$ cat src/rtl/ssd_scan_controller_pkg.sv
// ssd_scan_controller_pkg: shared types and constants for the seven-segment scan controller.
package ssd_scan_controller_pkg;
  typedef enum logic {ST_BLANK = 1'b0, ST_DRIVE = 1'b1} state_t;
  localparam logic [6:0] SEG_0 = 7'b0000001;
  localparam logic [6:0] SEG_1 = 7'b1001111;
  localparam logic [6:0] SEG_2 = 7'b0010010;
  localparam logic [6:0] SEG_3 = 7'b0000110;
  localparam logic [6:0] SEG_4 = 7'b1001100;
  localparam logic [6:0] SEG_5 = 7'b0100100;
  localparam logic [6:0] SEG_6 = 7'b0100000;
  localparam logic [6:0] SEG_7 = 7'b0001111;
  localparam logic [6:0] SEG_8 = 7'b0000000;
  localparam logic [6:0] SEG_9 = 7'b0000100;
  localparam logic [6:0] SEG_A = 7'b0001000;
  localparam logic [6:0] SEG_B = 7'b1100000;
  localparam logic [6:0] SEG_C = 7'b0110001;
  localparam logic [6:0] SEG_D = 7'b1000010;
  localparam logic [6:0] SEG_E = 7'b0110000;
  localparam logic [6:0] SEG_F = 7'b0111000;
  localparam logic [6:0] SEG_OFF = 7'b1111111;
  localparam logic [7:0] ANODES_OFF = 8'hFF;
  localparam logic [15:0][6:0] SEG_LUT = {SEG_F, SEG_E, SEG_D, SEG_C, SEG_B, SEG_A, SEG_9, SEG_8,
                                          SEG_7, SEG_6, SEG_5, SEG_4, SEG_3, SEG_2, SEG_1, SEG_0};
  typedef struct packed {
    logic [31:0] digits;
    logic [7:0]  dp;
    logic [7:0]  en;
    logic        lz;
  } disp_t;
endpackage

$ cat src/rtl/ssd_hex_decode.sv
// ssd_hex_decode: hex nibble to active-low abcdefg segment pattern (a is bit 6).
module ssd_hex_decode
  import ssd_scan_controller_pkg::*;
(
  input  logic [3:0] nibble,
  output logic [6:0] seg
);
  assign seg = SEG_LUT[nibble];
endmodule

$ cat src/rtl/ssd_scan_controller.sv
// ssd_scan_controller: 8-digit multiplexed seven-segment driver with blanking,
// leading-zero suppression and frame-synchronous double-buffered display data.
module ssd_scan_controller
  import ssd_scan_controller_pkg::*;
#(
  parameter int DIGIT_CYCLES = 262144,
  parameter int BLANK_CYCLES = 4096
) (
  input  logic        clk,
  input  logic        rst_n,
  input  logic [31:0] digits_in,
  input  logic [7:0]  dp_in,
  input  logic [7:0]  digit_en,
  input  logic        lz_suppress,
  input  logic        load,
  output logic [7:0]  anode_n,
  output logic [7:0]  cathode_n,
  output logic        frame_done
);
  localparam int CW = $clog2(DIGIT_CYCLES);
  localparam logic [CW-1:0] LAST = CW'(DIGIT_CYCLES - 1);
  localparam logic [CW-1:0] BLANK_END = CW'(BLANK_CYCLES);
  state_t state, state_nx;
  logic [CW-1:0] cnt, cnt_nx;
  logic [2:0] idx, idx_nx;
  disp_t act, pend, in_d;
  logic pflag, boundary, lit;
  logic [7:0] sup, an_nx, ca_nx;
  logic [6:0] seg;
  assign in_d = {digits_in, dp_in, digit_en, lz_suppress};
  assign boundary = idx == 3'd7 && cnt == LAST;
  assign frame_done = boundary;
  // a digit is a leading zero when it and every more significant nibble are zero
  assign sup[0] = 1'b0;
  for (genvar g = 1; g < 8; g++) begin : g_sup
    assign sup[g] = act.lz && act.digits[31:4*g] == '0;
  end
  ssd_hex_decode u_dec (
    .nibble(act.digits[{idx, 2'b00} +: 4]),
    .seg   (seg)
  );
  always_ff @(posedge clk or negedge rst_n)
    if (!rst_n) begin
      state <= ST_BLANK;
      cnt   <= '0;
      idx   <= '0;
    end else begin
      state <= state_nx;
      cnt   <= cnt_nx;
      idx   <= idx_nx;
    end
  always_comb begin
    cnt_nx   = cnt == LAST ? '0 : cnt + 1'b1;
    idx_nx   = cnt == LAST ? idx + 3'd1 : idx;
    state_nx = cnt_nx < BLANK_END ? ST_BLANK : ST_DRIVE;
  end
  always_comb begin
    lit   = state == ST_DRIVE && act.en[idx] && !sup[idx];
    an_nx = lit ? ~(8'd1 << idx) : ANODES_OFF;
    ca_nx = lit ? {seg, ~act.dp[idx]} : {SEG_OFF, 1'b1};
  end
  always_ff @(posedge clk or negedge rst_n)
    if (!rst_n) begin
      anode_n   <= ANODES_OFF;
      cathode_n <= 8'hFF;
    end else begin
      anode_n   <= an_nx;
      cathode_n <= ca_nx;
    end
  // a load on the boundary cycle goes straight to the active set
  always_ff @(posedge clk or negedge rst_n)
    if (!rst_n) begin
      act   <= '0;
      pend  <= '0;
      pflag <= 1'b0;
    end else if (boundary) begin
      if (load || pflag) act <= load ? in_d : pend;
      pflag <= 1'b0;
    end else if (load) begin
      pend  <= in_d;
      pflag <= 1'b1;
    end
endmodule

$ cat config.mk
export PLATFORM = sky130hd
export DESIGN_NAME = ssd_scan_controller
export DESIGN_NICKNAME = d
export VERILOG_FILES = /design/src/rtl/ssd_scan_controller_pkg.sv /design/src/rtl/ssd_hex_decode.sv /design/src/rtl/ssd_scan_controller.sv
export SDC_FILE = /design/constraint.sdc
export NUM_CORES = 1
export LEC_CHECK = 0
export BUFFER_PORTS_ARGS = -buffer_cell sky130_fd_sc_hd__buf_2
export CAP_MARGIN = 20
export CORE_MARGIN = 2
export CORE_UTILIZATION = 40
export CTS_CLUSTER_SIZE = 30
export DETAILED_ROUTE_END_ITERATION = 7
export SYNTH_ARGS = -nofsm -noshare
export SYNTH_HDL_FRONTEND = slang
export SYNTH_SLANG_ARGS = --single-unit
$ cat constraint.sdc
create_clock -name clk -period 4.6 [get_ports clk]
set_input_delay 0.92 -clock clk [delete_from_list [all_inputs] [get_ports clk]]
set_output_delay 0.92 -clock clk [all_outputs]
set_load 0.02 [all_outputs]
## Word level (Yosys, flattened, before mapping)

Memory sizes are Yosys's and may differ from the RTL's.
Cells that the tools add are included.
Widths: inputs -> output; s select.

- Register bits after elaboration: 137
- Bits in read-only memories: 112
- Output and inout port bits: 17
- Memories: 1

- Add/sub/neg operators: 2
- Order comparisons: 3
- Equal/unequal tests: 2
- Shifts and indexed selects: 2
- Multiplexer cells: 14
- Bitwise gates (word level): 2
- Reductions and logical operators: 21

Memories:

| name | depth | width | read ports | clocked after Yosys merged registers in | write ports | RTL line | source |
|---|---|---|---|---|---|---|---|
| (name not given) | 16 | 7 | 1 | 0 | 0 | ssd_hex_decode.sv:8 | `assign seg = SEG_LUT[nibble];` |

Operators with widths:

| kind | number |
|---|---|
| $mux 49 | 1 |
| $shiftx 32x6->4 | 1 |
| $logic_not 28->1 | 1 |
| $logic_not 24->1 | 1 |
| $logic_not 20->1 | 1 |
| $add 18x1->18 const B | 1 |
| $eq 18x18->1 const B | 1 |
| $lt 18x13->1 const B | 1 |
| $mux 18 | 1 |
| $logic_not 16->1 | 1 |
| $mux 8 | 2 |
| $logic_not 12->1 | 1 |
| $logic_and 1x1->1 | 10 |
| $bmux 1 s3 | 3 |
| $logic_not 8->1 | 1 |
| $not 8->8 | 1 |
| $shl 1x3->8 const A | 1 |
| $mux 7 | 1 |
| $mux 1 | 6 |
| $lt 4x5->1 const B | 1 |
| $logic_not 4->1 | 1 |
| $lt 3x4->1 const B | 1 |
| $add 3x1->3 const B | 1 |
| $eq 3x3->1 const B | 1 |
| 5 further kinds | 5 |

## Depth between registers and ports, before layout

Gate-level depths: netlist of run 1.

- Word-level depth: 7
- Mapped depth: 10

## Cells and area by module

A second synthesis of run 1 with hierarchy kept.

- Cells, all modules: 567
- Area, all modules: 6,535.0 um2

By module, submodules not included:

| module | times used | cells each | area each (um2) |
|---|---|---|---|
| ssd_scan_controller | 1 | 535 | 6,261.0 |
| ssd_hex_decode | 1 | 32 | 274.0 |

## Worst setup path after synthesis of run 1

Ideal clock, no wire load.

- Path type: register to register
- Start point: reg idx[0]
- End point: reg cathode_n[2]
- Library setup time: 85 ps
- Data arrival time: 2,174 ps
- Required time: 4,515 ps
- Slack: 2,341 ps
- Stages on the path, launching flop included: 11
- Path buffers: 2
- Cell sequence: dfrtp_1 buf_2 buf_4 mux4_2 mux2_2 inv_2 ha_1 inv_1 nor2_1 a21oi_1 o221ai_1

- Longest elaborated chain between the ends: 5

RTL lines:

| what | RTL line | source |
|---|---|---|
| start, declared | ssd_scan_controller.sv:25 | `logic [2:0] idx, idx_nx;` |
| start signal, assigned | ssd_scan_controller.sv:50 | `idx <= idx_nx;` |
| branches (longest 4 deep; another with $mem_v2 16x7) | n/a |  |
| $mux 8 (*) | ssd_scan_controller.sv:60 | `ca_nx = lit ? {seg, ~act.dp[idx]} : {SEG_OFF, 1'b1};` |
| via ca_nx[2] | ssd_scan_controller.sv:28 | `logic [7:0] sup, an_nx, ca_nx;` |
| end signal, assigned | ssd_scan_controller.sv:68 | `cathode_n <= ca_nx;` |
| end, declared | ssd_scan_controller.sv:17 | `output logic [7:0] cathode_n,` |

Mark *: on every way through the listed nets, which the timed path passes. The select of a mux whose other input is x is not followed.
A chain may end at the register's enable or synchronous reset.

## Worst setup path after layout of run 1

- Start point: reg idx[0]
- End point: out frame_done

- Longest elaborated chain between the ends: 2

RTL lines:

| what | RTL line | source |
|---|---|---|
| $eq 3x3->1 | ssd_scan_controller.sv:31 | `assign boundary = idx == 3'd7 && cnt == LAST;` |
| $logic_and 1x1->1 | ssd_scan_controller.sv:31 |  |
| end, declared | ssd_scan_controller.sv:18 | `output logic frame_done` |

No other way between the ends.

==> report_table.html, run 1 <==
<table>
<tr><th>Metric</th><th>Value</th></tr>
<tr><th colspan="2">CTS</th></tr>
<tr><td>Quantity of gates resized following cts</td><td>0</td></tr>
<tr><td>CTS clock-pin slew for the worst setup and hold paths</td><td>0.06 ns</td></tr>
<tr><td>TritonCTS sink count</td><td>137</td></tr>
<tr><td>TritonCTS clock tree</td><td>yes</td></tr>
<tr><td>Buffers inserted by post-CTS timing repair</td><td>0</td></tr>
<tr><td>Maximum root-to-sink buffer count</td><td>2</td></tr>
<tr><td>H-tree levels</td><td>4</td></tr>
<tr><td>CTS Root Cell</td><td>sky130_fd_sc_hd__clkbuf_16</td></tr>
<tr><td>Clock Latency Late Sink</td><td>0.42 ns</td></tr>
<tr><td>Cts-stage hold buffer count</td><td>0</td></tr>
<tr><td>Number of buffers added by the clock tree synthesis step</td><td>17</td></tr>
<tr><th colspan="2">Die</th></tr>
<tr><td>Initial Util</td><td>40.8%</td></tr>
<tr><td>Die Outline Area</td><td>17200 um^2</td></tr>
<tr><td>Vert. Die Dim</td><td>131 um</td></tr>
<tr><td>Number of cell rows</td><td>46</td></tr>
<tr><td>I/O pins</td><td>69</td></tr>
<tr><td>Area inside the core boundary</td><td>15800 um^2</td></tr>
<tr><td>Overall die width</td><td>131 um</td></tr>
<tr><th colspan="2">Drt</th></tr>
<tr><td>Vias post-DR</td><td>4167</td></tr>
<tr><td>Uppermost layer routed</td><td>met4</td></tr>
<tr><td>Wire length on met3</td><td>645 um</td></tr>
<tr><td>DRT Pass-1 Iters</td><td>4</td></tr>
<tr><td>Aggregate routed wire length</td><td>13000 um</td></tr>
<tr><td>Post-detailed-route count of antenna-violating nets</td><td>0</td></tr>
<tr><td>Drt first-iter violations</td><td>263</td></tr>
<tr><td>Metal-1 WL</td><td>6310 um</td></tr>
<tr><td>DR DRC count</td><td>0</td></tr>
<tr><td>Via density per instance</td><td>5.05</td></tr>
<tr><td>Met2 WL post-DR</td><td>5950 um</td></tr>
<tr><td>Per-cell routed wire length</td><td>15.8 um</td></tr>
<tr><th colspan="2">Synthesis</th></tr>
<tr><td>Number of synthesized flops with an enable pin</td><td>0</td></tr>
<tr><td>Number of instances in the synthesized netlist</td><td>535</td></tr>
<tr><td>Async SR Flop Fraction</td><td>100%</td></tr>
<tr><td>Area fraction of the dominant cell type after synthesis</td><td>46.8%</td></tr>
<tr><td>Total standard cell area after synthesis</td><td>6460 um^2</td></tr>
<tr><td>Largest area contributor in the netlist</td><td>sky130_fd_sc_hd__dfrtp_1</td></tr>
<tr><td>Sequential share of the synthesized area</td><td>53.3%</td></tr>
<tr><td>Main area contributors after synthesis</td><td>sky130_fd_sc_hd__dfrtp_1 (47%), sky130_fd_sc_hd__mux2i_1 (8.4%), sky130_fd_sc_hd__mux2_2 (7.7%)</td></tr>
<tr><td>Average cell area after synthesis</td><td>12.1 um^2</td></tr>
<tr><td>Flop and latch count out of synthesis</td><td>137</td></tr>
<tr><td>Net count of the mapped netlist</td><td>600</td></tr>
<tr><td>Number of warnings issued by yosys</td><td>0</td></tr>
<tr><td>Post-synth cell types</td><td>47</td></tr>
<tr><td>Top flip-flop cell by instance count after synthesis</td><td>sky130_fd_sc_hd__dfrtp_1</td></tr>
<tr><th colspan="2">Cells and area</th></tr>
<tr><td># nets final</td><td>661</td></tr>
<tr><td>Area Growth Syn to Fin</td><td>16.4%</td></tr>
<tr><td>Diode count</td><td>0</td></tr>
<tr><td>Fraction of layout instances using a drive strength above 1</td><td>31.7%</td></tr>
<tr><td>Cell area after layout</td><td>7520 um^2</td></tr>
<tr><th colspan="2">Power and ir drop</th></tr>
<tr><td>Clock share of power</td><td>46.5%</td></tr>
<tr><td>Cell-internal power</td><td>2100 uW</td></tr>
<tr><td>Static leakage</td><td>0.00344 uW</td></tr>
<tr><td>Largest vdd supply drop</td><td>0.000252 V</td></tr>
<tr><td>Total power divided by cell area</td><td>357 nW/um^2</td></tr>
<tr><td>Sequential fraction of design power</td><td>47.4%</td></tr>
<tr><td>Net switching share of the total power</td><td>21.8%</td></tr>
<tr><td>Combinational power share</td><td>6.2%</td></tr>
<tr><td>Switch Pwr</td><td>584 uW</td></tr>
<tr><th colspan="2">GRT</th></tr>
<tr><td>Overall track demand over capacity in global routing</td><td>16.3%</td></tr>
<tr><td>Antenna violations before repair</td><td>0</td></tr>
<tr><td>Number of global-route vias before repair</td><td>4343</td></tr>
<tr><td>GRT overflow</td><td>0</td></tr>
<tr><td>Maximum number of pins on one net before global-route repair</td><td>99</td></tr>
<tr><td>First-pass GRT wire length</td><td>22300 um</td></tr>
<tr><th colspan="2">STA</th></tr>
<tr><td>Transition time at the pin with the least slew margin</td><td>1.01 ns</td></tr>
<tr><td>Final number of setup-violating endpoints</td><td>0</td></tr>
<tr><td>Number of max-slew violations in the final report</td><td>0</td></tr>
<tr><td>Setup WS post-layout</td><td>1.47 ns</td></tr>
<tr><td>Maximum clock skew at final layout</td><td>0.00919 ns</td></tr>
<tr><td>Worst slew margin</td><td>32.9%</td></tr>
<tr><td>Final critical delay including setup and external delays</td><td>3.13 ns</td></tr>
<tr><td>Max Clock Freq</td><td>0.320 GHz</td></tr>
<tr><td>Final Hold Fails</td><td>0</td></tr>
<tr><td>Final worst hold slack</td><td>0.479 ns</td></tr>
<tr><td>Final period utilization</td><td>68.0%</td></tr>
<tr><td>Total negative slack</td><td>0 ns</td></tr>
<tr><td>RSZ-0062 raised after global routing</td><td>no</td></tr>
<tr><th colspan="2">Setup path</th></tr>
<tr><td>Type of element launching the critical path</td><td>flop</td></tr>
<tr><td>Maximum fanout count along the critical path</td><td>17</td></tr>
<tr><td>Crit path arrival time</td><td>2.21 ns</td></tr>
<tr><td>Crit. End Element</td><td>primary output</td></tr>
<tr><td>Worst setup path class</td><td>reg2out</td></tr>
<tr><td>Critical Path RT</td><td>3.68 ns</td></tr>
<tr><th colspan="2">Place</th></tr>
<tr><td>Worst setup timing slack at the placement stage</td><td>1.80 ns</td></tr>
<tr><td>RePlAce Congestion</td><td>0.852</td></tr>
<tr><td>Placement-stage cell area</td><td>6980 um^2</td></tr>
<tr><td>Total of buffers placed on input and output ports</td><td>68</td></tr>
<tr><td>Final HPWL DP</td><td>9040 um</td></tr>
<tr><th colspan="2">Job</th></tr>
<tr><td>Number of max-cap violations</td><td>0</td></tr>
<tr><th colspan="2">Hold path</th></tr>
<tr><td>Worst hold path type</td><td>reg2reg</td></tr>
<tr><th colspan="2">Run status</th></tr>
<tr><td>Run status</td><td>completed</td></tr>
</table>
==> cell type report <==
class                   count  area [um^2]
fillers                  1430         8310
clock inverters             9         75.1
inverters                  12         45.0
multi-input cells         356         2830
repair buffers             72          385
clock buffers              23          468
well taps                 216          270
flip-flops and latches    137         3450
==> worst max-delay path, cell delays in order, from the launching register on <==
cell and delay, ns:
sky130_fd_sc_hd__dfrtp_1 0.87, sky130_fd_sc_hd__ha_1 0.30, sky130_fd_sc_hd__ha_1 0.22, sky130_fd_sc_hd__and3_4 0.23
sky130_fd_sc_hd__buf_2 0.17
==> sequential cells by signal, indices dropped and copies added, names as in the netlist <==
register,count
cathode_n,8
anode_n,8
idx,3
state,1
pflag,1
cnt,18
act,49
pend,49
==> logic make-up (layout without fill, tap and decap cells) <==
logic type,after synthesis,in the layout,synth area share (%)
adders and majority gates,13,13,2.52
muxes,120,120,22.5
and+or+nand+nor,131,131,10.1
xor gates and xnor gates,14,14,1.90
AOI/OAI and AO/OA,78,78,6.66
buffers and inverters,42,116,2.96
DFF,137,137,53.3
==> per-stage QoR <==
stage | utilization, % | cells | power [uW]
3_5_place_dp | 44.1 | 793 | 1460
2_1_floorplan | - | 535 | 1390
6_report | 47.5 | 825 | 2680
4_1_cts | 47.5 | 825 | 2720
5_1_grt | 47.5 | 825 | 2800
3_3_place_gp | 44.1 | 793 | 1460
==> per-layer routing <==
| layer | global-route usage, % | up-vias |
|---|---|---|
| li1 | - | 2016 |
| met1 | 23.2 | 2053 |
| met2 | 23.8 | 87 |
| met3 | 4.71 | 11 |
| met4 | 5.86 | 0 |
| met5 | 0 | - |
==> power groups by stage <==
stage	Clock, uW	Sequential (uW)	Combinational [uW]
floorplan	0	1290	99.7
global placement	0	1290	166
detailed placement	0	1290	171
CTS	1280	1270	171
global route	1340	1280	185
finish	1250	1270	166
==> path summary, 6_finish.rpt <==
kind / from / to / slack (ns) / depth (start not counted)
worst max-delay path: idx[0] / frame_done / 1.47 / 4
worst min-delay path: act[16] / act[16] / 0.48 / 2
worst max register to register: idx[1] / cathode_n[2] / 1.77 / 5
worst min register to register: act[16] / act[16] / 0.48 / 2
max in group asynchronous: rst_n / act[39] / 3.10 / 2
min in group asynchronous: rst_n / cnt[4] / 0.62 / 1
==> synthesized netlist by cell type (2+ instances only) <==
master / count
sky130_fd_sc_hd__dfrtp_1: 121
sky130_fd_sc_hd__nand2_1: 70
sky130_fd_sc_hd__o21ai_0: 55
sky130_fd_sc_hd__mux2i_1: 54
sky130_fd_sc_hd__mux2_2: 44
sky130_fd_sc_hd__nor2_1: 18
sky130_fd_sc_hd__dfstp_2: 16
sky130_fd_sc_hd__clkbuf_1: 14
sky130_fd_sc_hd__ha_1: 13
sky130_fd_sc_hd__buf_2: 12
sky130_fd_sc_hd__mux4_2: 12
sky130_fd_sc_hd__inv_1: 11
sky130_fd_sc_hd__nand3_1: 11
sky130_fd_sc_hd__mux2_4: 10
sky130_fd_sc_hd__xor2_1: 9
sky130_fd_sc_hd__nor4_1: 8
sky130_fd_sc_hd__a21oi_1: 6
sky130_fd_sc_hd__and2_1: 5
sky130_fd_sc_hd__xnor2_1: 5
sky130_fd_sc_hd__nand4_1: 3
sky130_fd_sc_hd__o21ai_1: 3
sky130_fd_sc_hd__o221ai_1: 3
sky130_fd_sc_hd__buf_6: 2
sky130_fd_sc_hd__nand2b_1: 2
sky130_fd_sc_hd__nand4b_1: 2
sky130_fd_sc_hd__nor3_4: 2
sky130_fd_sc_hd__o211ai_1: 2
sky130_fd_sc_hd__o22ai_1: 2
sky130_fd_sc_hd__or2_2: 2
==> placed cells by master (no fill, tap or decap), types with 6 or more instances in the layout <==
cell type	synthesis	routed
sky130_fd_sc_hd__buf_2	12	67
sky130_fd_sc_hd__mux2_2	44	44
sky130_fd_sc_hd__ha_1	13	13
sky130_fd_sc_hd__mux4_2	12	12
sky130_fd_sc_hd__nand2_1	70	70
sky130_fd_sc_hd__o21ai_0	55	55
sky130_fd_sc_hd__xor2_1	9	9
sky130_fd_sc_hd__a21oi_1	6	6
sky130_fd_sc_hd__mux2_4	10	10
sky130_fd_sc_hd__clkinv_2	0	6
sky130_fd_sc_hd__dfstp_2	16	16
sky130_fd_sc_hd__nor2_1	18	18
sky130_fd_sc_hd__clkbuf_16	0	17
sky130_fd_sc_hd__inv_1	11	11
sky130_fd_sc_hd__dfrtp_1	121	121
sky130_fd_sc_hd__nor4_1	8	8
sky130_fd_sc_hd__mux2i_1	54	54
sky130_fd_sc_hd__nand3_1	11	11
Power figures use the tool's default switching activity.
==> run 2, diff against run 1 <==
==> constraint.sdc (replaced) <==
create_clock -name clk -period 2.9 [get_ports clk]
set_input_delay 0.58 -clock clk [delete_from_list [all_inputs] [get_ports clk]]
set_output_delay 0.58 -clock clk [all_outputs]
set_load 0.02 [all_outputs]
==> report_table.html, run 2 (synthesis gave the netlist of run 1 again) <==
<table>
<tr><th>Metric</th><th>Value</th></tr>
<tr><th colspan="2">Cells and area</th></tr>
<tr><td>Fraction of layout instances using a drive strength above 1</td><td>32.9%</td></tr>
<tr><td># nets final</td><td>669</td></tr>
<tr><td>Leading cell types in the layout, fill and taps excluded</td><td>sky130_fd_sc_hd__dfrtp_1 (121), sky130_fd_sc_hd__nand2_1 (70), sky130_fd_sc_hd__buf_2 (67)</td></tr>
<tr><td>Diode count</td><td>0</td></tr>
<tr><td>Leading cell type in the layout, fill and taps excluded</td><td>sky130_fd_sc_hd__dfrtp_1</td></tr>
<tr><td>Area Growth Syn to Fin</td><td>18.6%</td></tr>
<tr><td>Utilization of the core after routing</td><td>48.4%</td></tr>
<tr><td>Regs by FF count</td><td>act: 49 flops, pend: 49 flops, cnt: 18 flops</td></tr>
<tr><td>Layout fillers</td><td>1436</td></tr>
<tr><th colspan="2">CTS</th></tr>
<tr><td>TritonCTS clock tree</td><td>yes</td></tr>
<tr><td>H-tree levels</td><td>4</td></tr>
<tr><td>CTS clock-pin slew for the worst setup and hold paths</td><td>0.06 ns</td></tr>
<tr><td>Maximum root-to-sink buffer count</td><td>2</td></tr>
<tr><td>Number of buffers added by the clock tree synthesis step</td><td>17</td></tr>
<tr><td>Clock Latency Late Sink</td><td>0.42 ns</td></tr>
<tr><td>TritonCTS sink count</td><td>137</td></tr>
<tr><td>Cts-stage hold buffer count</td><td>0</td></tr>
<tr><td>Buffers inserted by post-CTS timing repair</td><td>0</td></tr>
<tr><td>CTS Root Cell</td><td>sky130_fd_sc_hd__clkbuf_16</td></tr>
<tr><td>Quantity of gates resized following cts</td><td>0</td></tr>
<tr><th colspan="2">STA</th></tr>
<tr><td>Transition time at the pin with the least slew margin</td><td>0.664 ns</td></tr>
<tr><td>Final period utilization</td><td>89.8%</td></tr>
<tr><td>Setup WS post-layout</td><td>0.297 ns</td></tr>
<tr><td>Maximum clock skew at final layout</td><td>0.0111 ns</td></tr>
<tr><td>Final critical delay including setup and external delays</td><td>2.60 ns</td></tr>
<tr><td>RSZ-0062 raised after global routing</td><td>no</td></tr>
<tr><td>Worst slew margin</td><td>55.7%</td></tr>
<tr><td>Final number of setup-violating endpoints</td><td>0</td></tr>
<tr><td>Total negative slack</td><td>0 ns</td></tr>
<tr><td>Final Hold Fails</td><td>0</td></tr>
<tr><td>Number of max-slew violations in the final report</td><td>0</td></tr>
<tr><td>Max Clock Freq</td><td>0.384 GHz</td></tr>
<tr><td>Final worst hold slack</td><td>0.176 ns</td></tr>
<tr><th colspan="2">Die</th></tr>
<tr><td>I/O pins</td><td>69</td></tr>
<tr><td>Die Outline Area</td><td>17200 um^2</td></tr>
<tr><td>Area inside the core boundary</td><td>15800 um^2</td></tr>
<tr><td>Initial Util</td><td>40.8%</td></tr>
<tr><td>Vert. Die Dim</td><td>131 um</td></tr>
<tr><td>Number of cell rows</td><td>46</td></tr>
<tr><td>Overall die width</td><td>131 um</td></tr>
<tr><th colspan="2">GRT</th></tr>
<tr><td>GRT overflow</td><td>0</td></tr>
<tr><td>First-pass GRT wire length</td><td>23100 um</td></tr>
<tr><td>Antenna violations before repair</td><td>0</td></tr>
<tr><td>Maximum number of pins on one net before global-route repair</td><td>85</td></tr>
<tr><td>Number of global-route vias before repair</td><td>4510</td></tr>
<tr><td>Overall track demand over capacity in global routing</td><td>16.9%</td></tr>
<tr><th colspan="2">Power and ir drop</th></tr>
<tr><td>Largest vdd supply drop</td><td>0.000397 V</td></tr>
<tr><td>Cell-internal power</td><td>3580 uW</td></tr>
<tr><td>Post-route total power</td><td>4510 uW</td></tr>
<tr><td>Combinational power share</td><td>5.9%</td></tr>
<tr><td>Static leakage</td><td>0.00352 uW</td></tr>
<tr><td>Clock share of power</td><td>49.4%</td></tr>
<tr><td>Total power divided by cell area</td><td>589 nW/um^2</td></tr>
<tr><td>Switch Pwr</td><td>932 uW</td></tr>
<tr><td>Net switching share of the total power</td><td>20.7%</td></tr>
<tr><td>Sequential fraction of design power</td><td>44.7%</td></tr>
<tr><th colspan="2">Drt</th></tr>
<tr><td>Via density per instance</td><td>5.11</td></tr>
<tr><td>Drt first-iter violations</td><td>257</td></tr>
<tr><td>Vias post-DR</td><td>4255</td></tr>
<tr><td>DRT Pass-1 Iters</td><td>4</td></tr>
<tr><td>Aggregate routed wire length</td><td>13500 um</td></tr>
<tr><td>DR DRC count</td><td>0</td></tr>
<tr><td>Per-cell routed wire length</td><td>16.2 um</td></tr>
<tr><td>Post-detailed-route count of antenna-violating nets</td><td>0</td></tr>
<tr><th colspan="2">Job</th></tr>
<tr><td>Number of max-cap violations</td><td>0</td></tr>
<tr><th colspan="2">Setup path</th></tr>
<tr><td>Type of element launching the critical path</td><td>flop</td></tr>
<tr><td>Maximum fanout count along the critical path</td><td>6</td></tr>
<tr><td>Crit path arrival time</td><td>2.02 ns</td></tr>
<tr><td>Crit. End Element</td><td>primary output</td></tr>
<tr><td>Worst setup path class</td><td>reg2out</td></tr>
<tr><td>Critical Path RT</td><td>2.32 ns</td></tr>
<tr><th colspan="2">Place</th></tr>
<tr><td>RePlAce Congestion</td><td>0.886</td></tr>
<tr><td>Worst setup timing slack at the placement stage</td><td>0.454 ns</td></tr>
<tr><td>Final HPWL DP</td><td>9520 um</td></tr>
<tr><td>Total of buffers placed on input and output ports</td><td>68</td></tr>
<tr><th colspan="2">Hold path</th></tr>
<tr><td>Worst hold path type</td><td>in2async</td></tr>
<tr><th colspan="2">Run status</th></tr>
<tr><td>Run status</td><td>completed</td></tr>
</table>
## run 2: cell types whose count changed in the layout (fill, tap and decap cells not counted), sizes merged
| cell | delta |
|---|---|
| clkinvlp | -2 |
| clkbuf | +1 |
| bufinv | +2 |
| buf | +8 |
| clkinv | -1 |
## run 2: layout make-up
class / count / area (um^2) / share of cell area (%)
clock buffers: 24 / 502 / 6.54
clock inverters: 8 / 115 / 1.50
inverters: 12 / 45.0 / 0.587
multi-input cells: 356 / 2830 / 36.9
flip-flops and latches: 137 / 3450 / 45.0
well taps: 216 / 270 / 3.52
repair buffers: 80 / 458 / 5.97
## run 2: final timing paths
| path | startpoint | to | slack [ns] | cells past startpoint |
|---|---|---|---|---|
| max | cnt[0] | frame_done | 0.30 | 5 |
| min | rst_n | cnt[2] | 0.18 | 2 |
| max reg2reg | idx[0] | cathode_n[4] | 0.46 | 6 |
| min reg2reg | pflag | pflag | 0.48 | 2 |
| max in group asynchronous | rst_n | act[31] | 2.14 | 2 |
| min in group clk | digits_in[5] | pend[22] | 0.41 | 2 |
## run 2: critical path: stages, from the launching register on
cell and delay (ns):
sky130_fd_sc_hd__dfrtp_1 0.40, sky130_fd_sc_hd__ha_1 0.21, sky130_fd_sc_hd__nand3_1 0.26, sky130_fd_sc_hd__nor3_4 0.30, sky130_fd_sc_hd__and3_4 0.26, sky130_fd_sc_hd__buf_2 0.19
## run 2: metal layers
layer / global-route usage, % / wire, um / up-vias
li1: - / - / 2037
met1: 22.6 / 6460 / 2130
met2: 26.3 / 6330 / 70
met3: 4.67 / 497 / 18
met4: 6.16 / 182 / 0
met5: 0 / 0 / -
## run 2: stage by stage
stage	instance area (um^2)	instances
6_report	7670	833
3_3_place_gp	7050	801
3_5_place_dp	7050	801
2_1_floorplan	6460	535
4_1_cts	7670	833
5_1_grt	7670	833
## run 2: power by group through the flow
stage / clock [uW] / combinational (uW) / sequential, uW
2_1_floorplan: 0 / 158 / 2040
3_3_place_gp: 0 / 265 / 2050
3_5_place_dp: 0 / 275 / 2050
4_1_cts: 2280 / 276 / 2020
5_1_grt: 2380 / 297 / 2020
6_report: 2230 / 267 / 2020
==> run 3, diff against run 2 <==
--- a/config.mk
+++ b/config.mk
@@ -8,9 +8,11 @@
 export BUFFER_PORTS_ARGS = -buffer_cell sky130_fd_sc_hd__buf_2
 export CAP_MARGIN = 20
 export CORE_MARGIN = 2
-export CORE_UTILIZATION = 40
+export CORE_UTILIZATION = 45
 export CTS_CLUSTER_SIZE = 30
 export DETAILED_ROUTE_END_ITERATION = 7
+export PLACE_DENSITY = 0.69
+export RECOVER_POWER = 100
 export SYNTH_ARGS = -nofsm -noshare
 export SYNTH_HDL_FRONTEND = slang
 export SYNTH_SLANG_ARGS = --single-unit
==> report_table.html, run 3 (synthesis gave the netlist of run 1 again) <==
<table>
<tr><th>Metric</th><th>Value</th></tr>
<tr><th colspan="2">GRT</th></tr>
<tr><td>First-pass GRT wire length</td><td>21400 um</td></tr>
<tr><td>Number of global-route vias before repair</td><td>4232</td></tr>
<tr><td>Antenna violations before repair</td><td>0</td></tr>
<tr><td>Maximum number of pins on one net before global-route repair</td><td>99</td></tr>
<tr><td>GRT overflow</td><td>0</td></tr>
<tr><td>Overall track demand over capacity in global routing</td><td>18.5%</td></tr>
<tr><th colspan="2">Cells and area</th></tr>
<tr><td>Cell area after layout</td><td>7540 um^2</td></tr>
<tr><td>Regs by FF count</td><td>act: 49 flops, pend: 49 flops, cnt: 18 flops</td></tr>
<tr><td>Area used by multi-input combinational logic</td><td>2790 um^2</td></tr>
<tr><td># nets final</td><td>668</td></tr>
<tr><td>Leading cell types in the layout, fill and taps excluded</td><td>sky130_fd_sc_hd__dfrtp_1 (121), sky130_fd_sc_hd__nand2_1 (70), sky130_fd_sc_hd__o21ai_0 (57)</td></tr>
<tr><td>Area used by sequential logic in the layout</td><td>3450 um^2</td></tr>
<tr><td>Fraction of layout instances using a drive strength above 1</td><td>28.6%</td></tr>
<tr><td>Area Growth Syn to Fin</td><td>16.7%</td></tr>
<tr><td>Leading cell type in the layout, fill and taps excluded</td><td>sky130_fd_sc_hd__dfrtp_1</td></tr>
<tr><td>Diode count</td><td>0</td></tr>
<tr><td>Layout fillers</td><td>1182</td></tr>
<tr><th colspan="2">Drt</th></tr>
<tr><td>Vias post-DR</td><td>4188</td></tr>
<tr><td>Aggregate routed wire length</td><td>12800 um</td></tr>
<tr><td>Per-cell routed wire length</td><td>16.1 um</td></tr>
<tr><td>DRT Pass-1 Iters</td><td>4</td></tr>
<tr><td>Via density per instance</td><td>5.26</td></tr>
<tr><td>Uppermost layer routed</td><td>met4</td></tr>
<tr><td>Post-detailed-route count of antenna-violating nets</td><td>0</td></tr>
<tr><td>Wire length on met3</td><td>577 um</td></tr>
<tr><td>Metal-1 WL</td><td>6090 um</td></tr>
<tr><td>DR DRC count</td><td>0</td></tr>
<tr><td>Drt first-iter violations</td><td>303</td></tr>
<tr><td>Met2 WL post-DR</td><td>5940 um</td></tr>
<tr><th colspan="2">Run status</th></tr>
<tr><td>Run status</td><td>completed</td></tr>
<tr><th colspan="2">Job</th></tr>
<tr><td>Number of max-cap violations</td><td>0</td></tr>
<tr><th colspan="2">STA</th></tr>
<tr><td>Setup WS post-layout</td><td>0.281 ns</td></tr>
<tr><td>Maximum clock skew at final layout</td><td>0.00634 ns</td></tr>
<tr><td>Final number of setup-violating endpoints</td><td>0</td></tr>
<tr><td>Worst slew margin</td><td>20.1%</td></tr>
<tr><td>Final period utilization</td><td>90.3%</td></tr>
<tr><td>RSZ-0062 raised after global routing</td><td>no</td></tr>
<tr><td>Transition time at the pin with the least slew margin</td><td>1.20 ns</td></tr>
<tr><td>Final Hold Fails</td><td>0</td></tr>
<tr><td>Max Clock Freq</td><td>0.382 GHz</td></tr>
<tr><td>Total negative slack</td><td>0 ns</td></tr>
<tr><td>Number of max-slew violations in the final report</td><td>0</td></tr>
<tr><td>Final critical delay including setup and external delays</td><td>2.62 ns</td></tr>
<tr><th colspan="2">Hold path</th></tr>
<tr><td>Worst hold path type</td><td>in2async</td></tr>
<tr><th colspan="2">Place</th></tr>
<tr><td>Worst setup timing slack at the placement stage</td><td>0.409 ns</td></tr>
<tr><td>Final HPWL DP</td><td>8880 um</td></tr>
<tr><td>Placement-stage cell area</td><td>6990 um^2</td></tr>
<tr><td>RePlAce Congestion</td><td>0.893</td></tr>
<tr><td>Total of buffers placed on input and output ports</td><td>68</td></tr>
<tr><th colspan="2">Setup path</th></tr>
<tr><td>Type of element launching the critical path</td><td>flop</td></tr>
<tr><td>Critical Path RT</td><td>3.20 ns</td></tr>
<tr><td>Buffers &amp; Inverters on Critical Path</td><td>1</td></tr>
<tr><td>Crit path arrival time</td><td>2.92 ns</td></tr>
<tr><td>Cell type with the highest occurrence count on the critical path</td><td>sky130_fd_sc_hd__ha_1</td></tr>
<tr><td>Worst setup path class</td><td>reg2reg</td></tr>
<tr><td>Max stage delay on crit path</td><td>0.61 ns</td></tr>
<tr><td>Maximum fanout count along the critical path</td><td>29</td></tr>
<tr><td>Cells traversed along the worst timing path</td><td>ha_1, ha_1, and3_4, nor2b_1, buf_2, mux2_2</td></tr>
<tr><td>Cell type group with the largest total delay on the critical path</td><td>buffers and inverters</td></tr>
<tr><td>Slowest CP cell</td><td>sky130_fd_sc_hd__buf_2</td></tr>
<tr><td>Crit. End Element</td><td>flop</td></tr>
<tr><th colspan="2">Power and ir drop</th></tr>
<tr><td>Total power divided by cell area</td><td>613 nW/um^2</td></tr>
<tr><td>Post-route total power</td><td>4630 uW</td></tr>
<tr><td>Static leakage</td><td>0.00345 uW</td></tr>
<tr><td>Largest vdd supply drop</td><td>0.000378 V</td></tr>
<tr><th colspan="2">Die</th></tr>
<tr><td>I/O pins</td><td>69</td></tr>
<tr><td>Number of cell rows</td><td>43</td></tr>
<tr><td>Initial Util</td><td>46.4%</td></tr>
<tr><td>Area inside the core boundary</td><td>13900 um^2</td></tr>
<tr><td>Vert. Die Dim</td><td>124 um</td></tr>
<tr><td>Overall die width</td><td>124 um</td></tr>
<tr><td>Die Outline Area</td><td>15300 um^2</td></tr>
<tr><th colspan="2">CTS</th></tr>
<tr><td>Cts-stage hold buffer count</td><td>0</td></tr>
<tr><td>CTS clock-pin slew for the worst setup and hold paths</td><td>0.06 ns</td></tr>
<tr><td>H-tree levels</td><td>4</td></tr>
<tr><td>Maximum root-to-sink buffer count</td><td>2</td></tr>
<tr><td>Number of buffers added by the clock tree synthesis step</td><td>17</td></tr>
<tr><td>Buffers inserted by post-CTS timing repair</td><td>0</td></tr>
<tr><td>Clock Latency Late Sink</td><td>0.42 ns</td></tr>
<tr><td>CTS Root Cell</td><td>sky130_fd_sc_hd__clkbuf_16</td></tr>
<tr><td>TritonCTS sink count</td><td>137</td></tr>
<tr><td>Quantity of gates resized following cts</td><td>0</td></tr>
<tr><td>TritonCTS clock tree</td><td>yes</td></tr>
</table>
## run 3: cell types whose count changed in the layout (fill, tap and decap cells not counted), sizes merged
cell,before,now
clkinvlp,0,2
bufinv,3,5
buf,80,56
clkinv,5,6
clkbuf,24,42
## run 3: per-layer routing
metal | global-route usage, % | up-vias
met5 | 0 | -
met4 | 8.24 | 0
met3 | 4.90 | 14
met2 | 27.0 | 93
met1 | 26.1 | 2054
li1 | - | 2027
## run 3: final cells by class
type	instances	area share (%)
multi-input combinational	356	36.9
clock buffer	19	6.00
sequential	137	45.7
timing repair buffer	79	5.14
clock inverter	13	2.64
inverter	12	0.597
tap	180	2.99
## run 3: final timing paths
path                                  start        to  slack (ns)  cells past startpoint
worst max-delay path                 idx[1]  pend[44]        0.28                      6
worst min-delay path                  rst_n    cnt[4]        0.39                      1
worst max register to register       idx[1]  pend[44]        0.28                      6
worst min register to register      act[20]   act[20]        0.48                      2
max in group asynchronous             rst_n   pend[0]        0.76                      2
min in group clk                digit_en[0]   pend[1]        0.39                      2
## run 3: metrics by stage
| stage | hold slack (ns) | cells | utilization, % |
|---|---|---|---|
| finish | 0.385 | 796 | 54.1 |
| global route | 0.387 | 796 | 54.1 |
| CTS | 0.0420 | 796 | 54.8 |
| detailed placement | 0.473 | 764 | 50.1 |
| global placement | 0.460 | 764 | 50.1 |
| floorplan | 0.284 | 535 | - |
## run 3: worst reg2reg max path: cells and delay by family, from the launching register on
kind,cells,cell delay (ns)
flip-flops,1,0.60
AND/OR/NAND/NOR,2,0.32
multiplexers,1,0.43
adder cells (fa/ha/maj),2,0.54
buffers and inverters,1,0.61
## run 3: power by group
part	internal [uW]	switching (uW)	leakage, uW	total [uW]
clock	1560	798	0.000319	2360
combinational	124	126	0.00140	250
sequential	1980	34.1	0.00173	2020
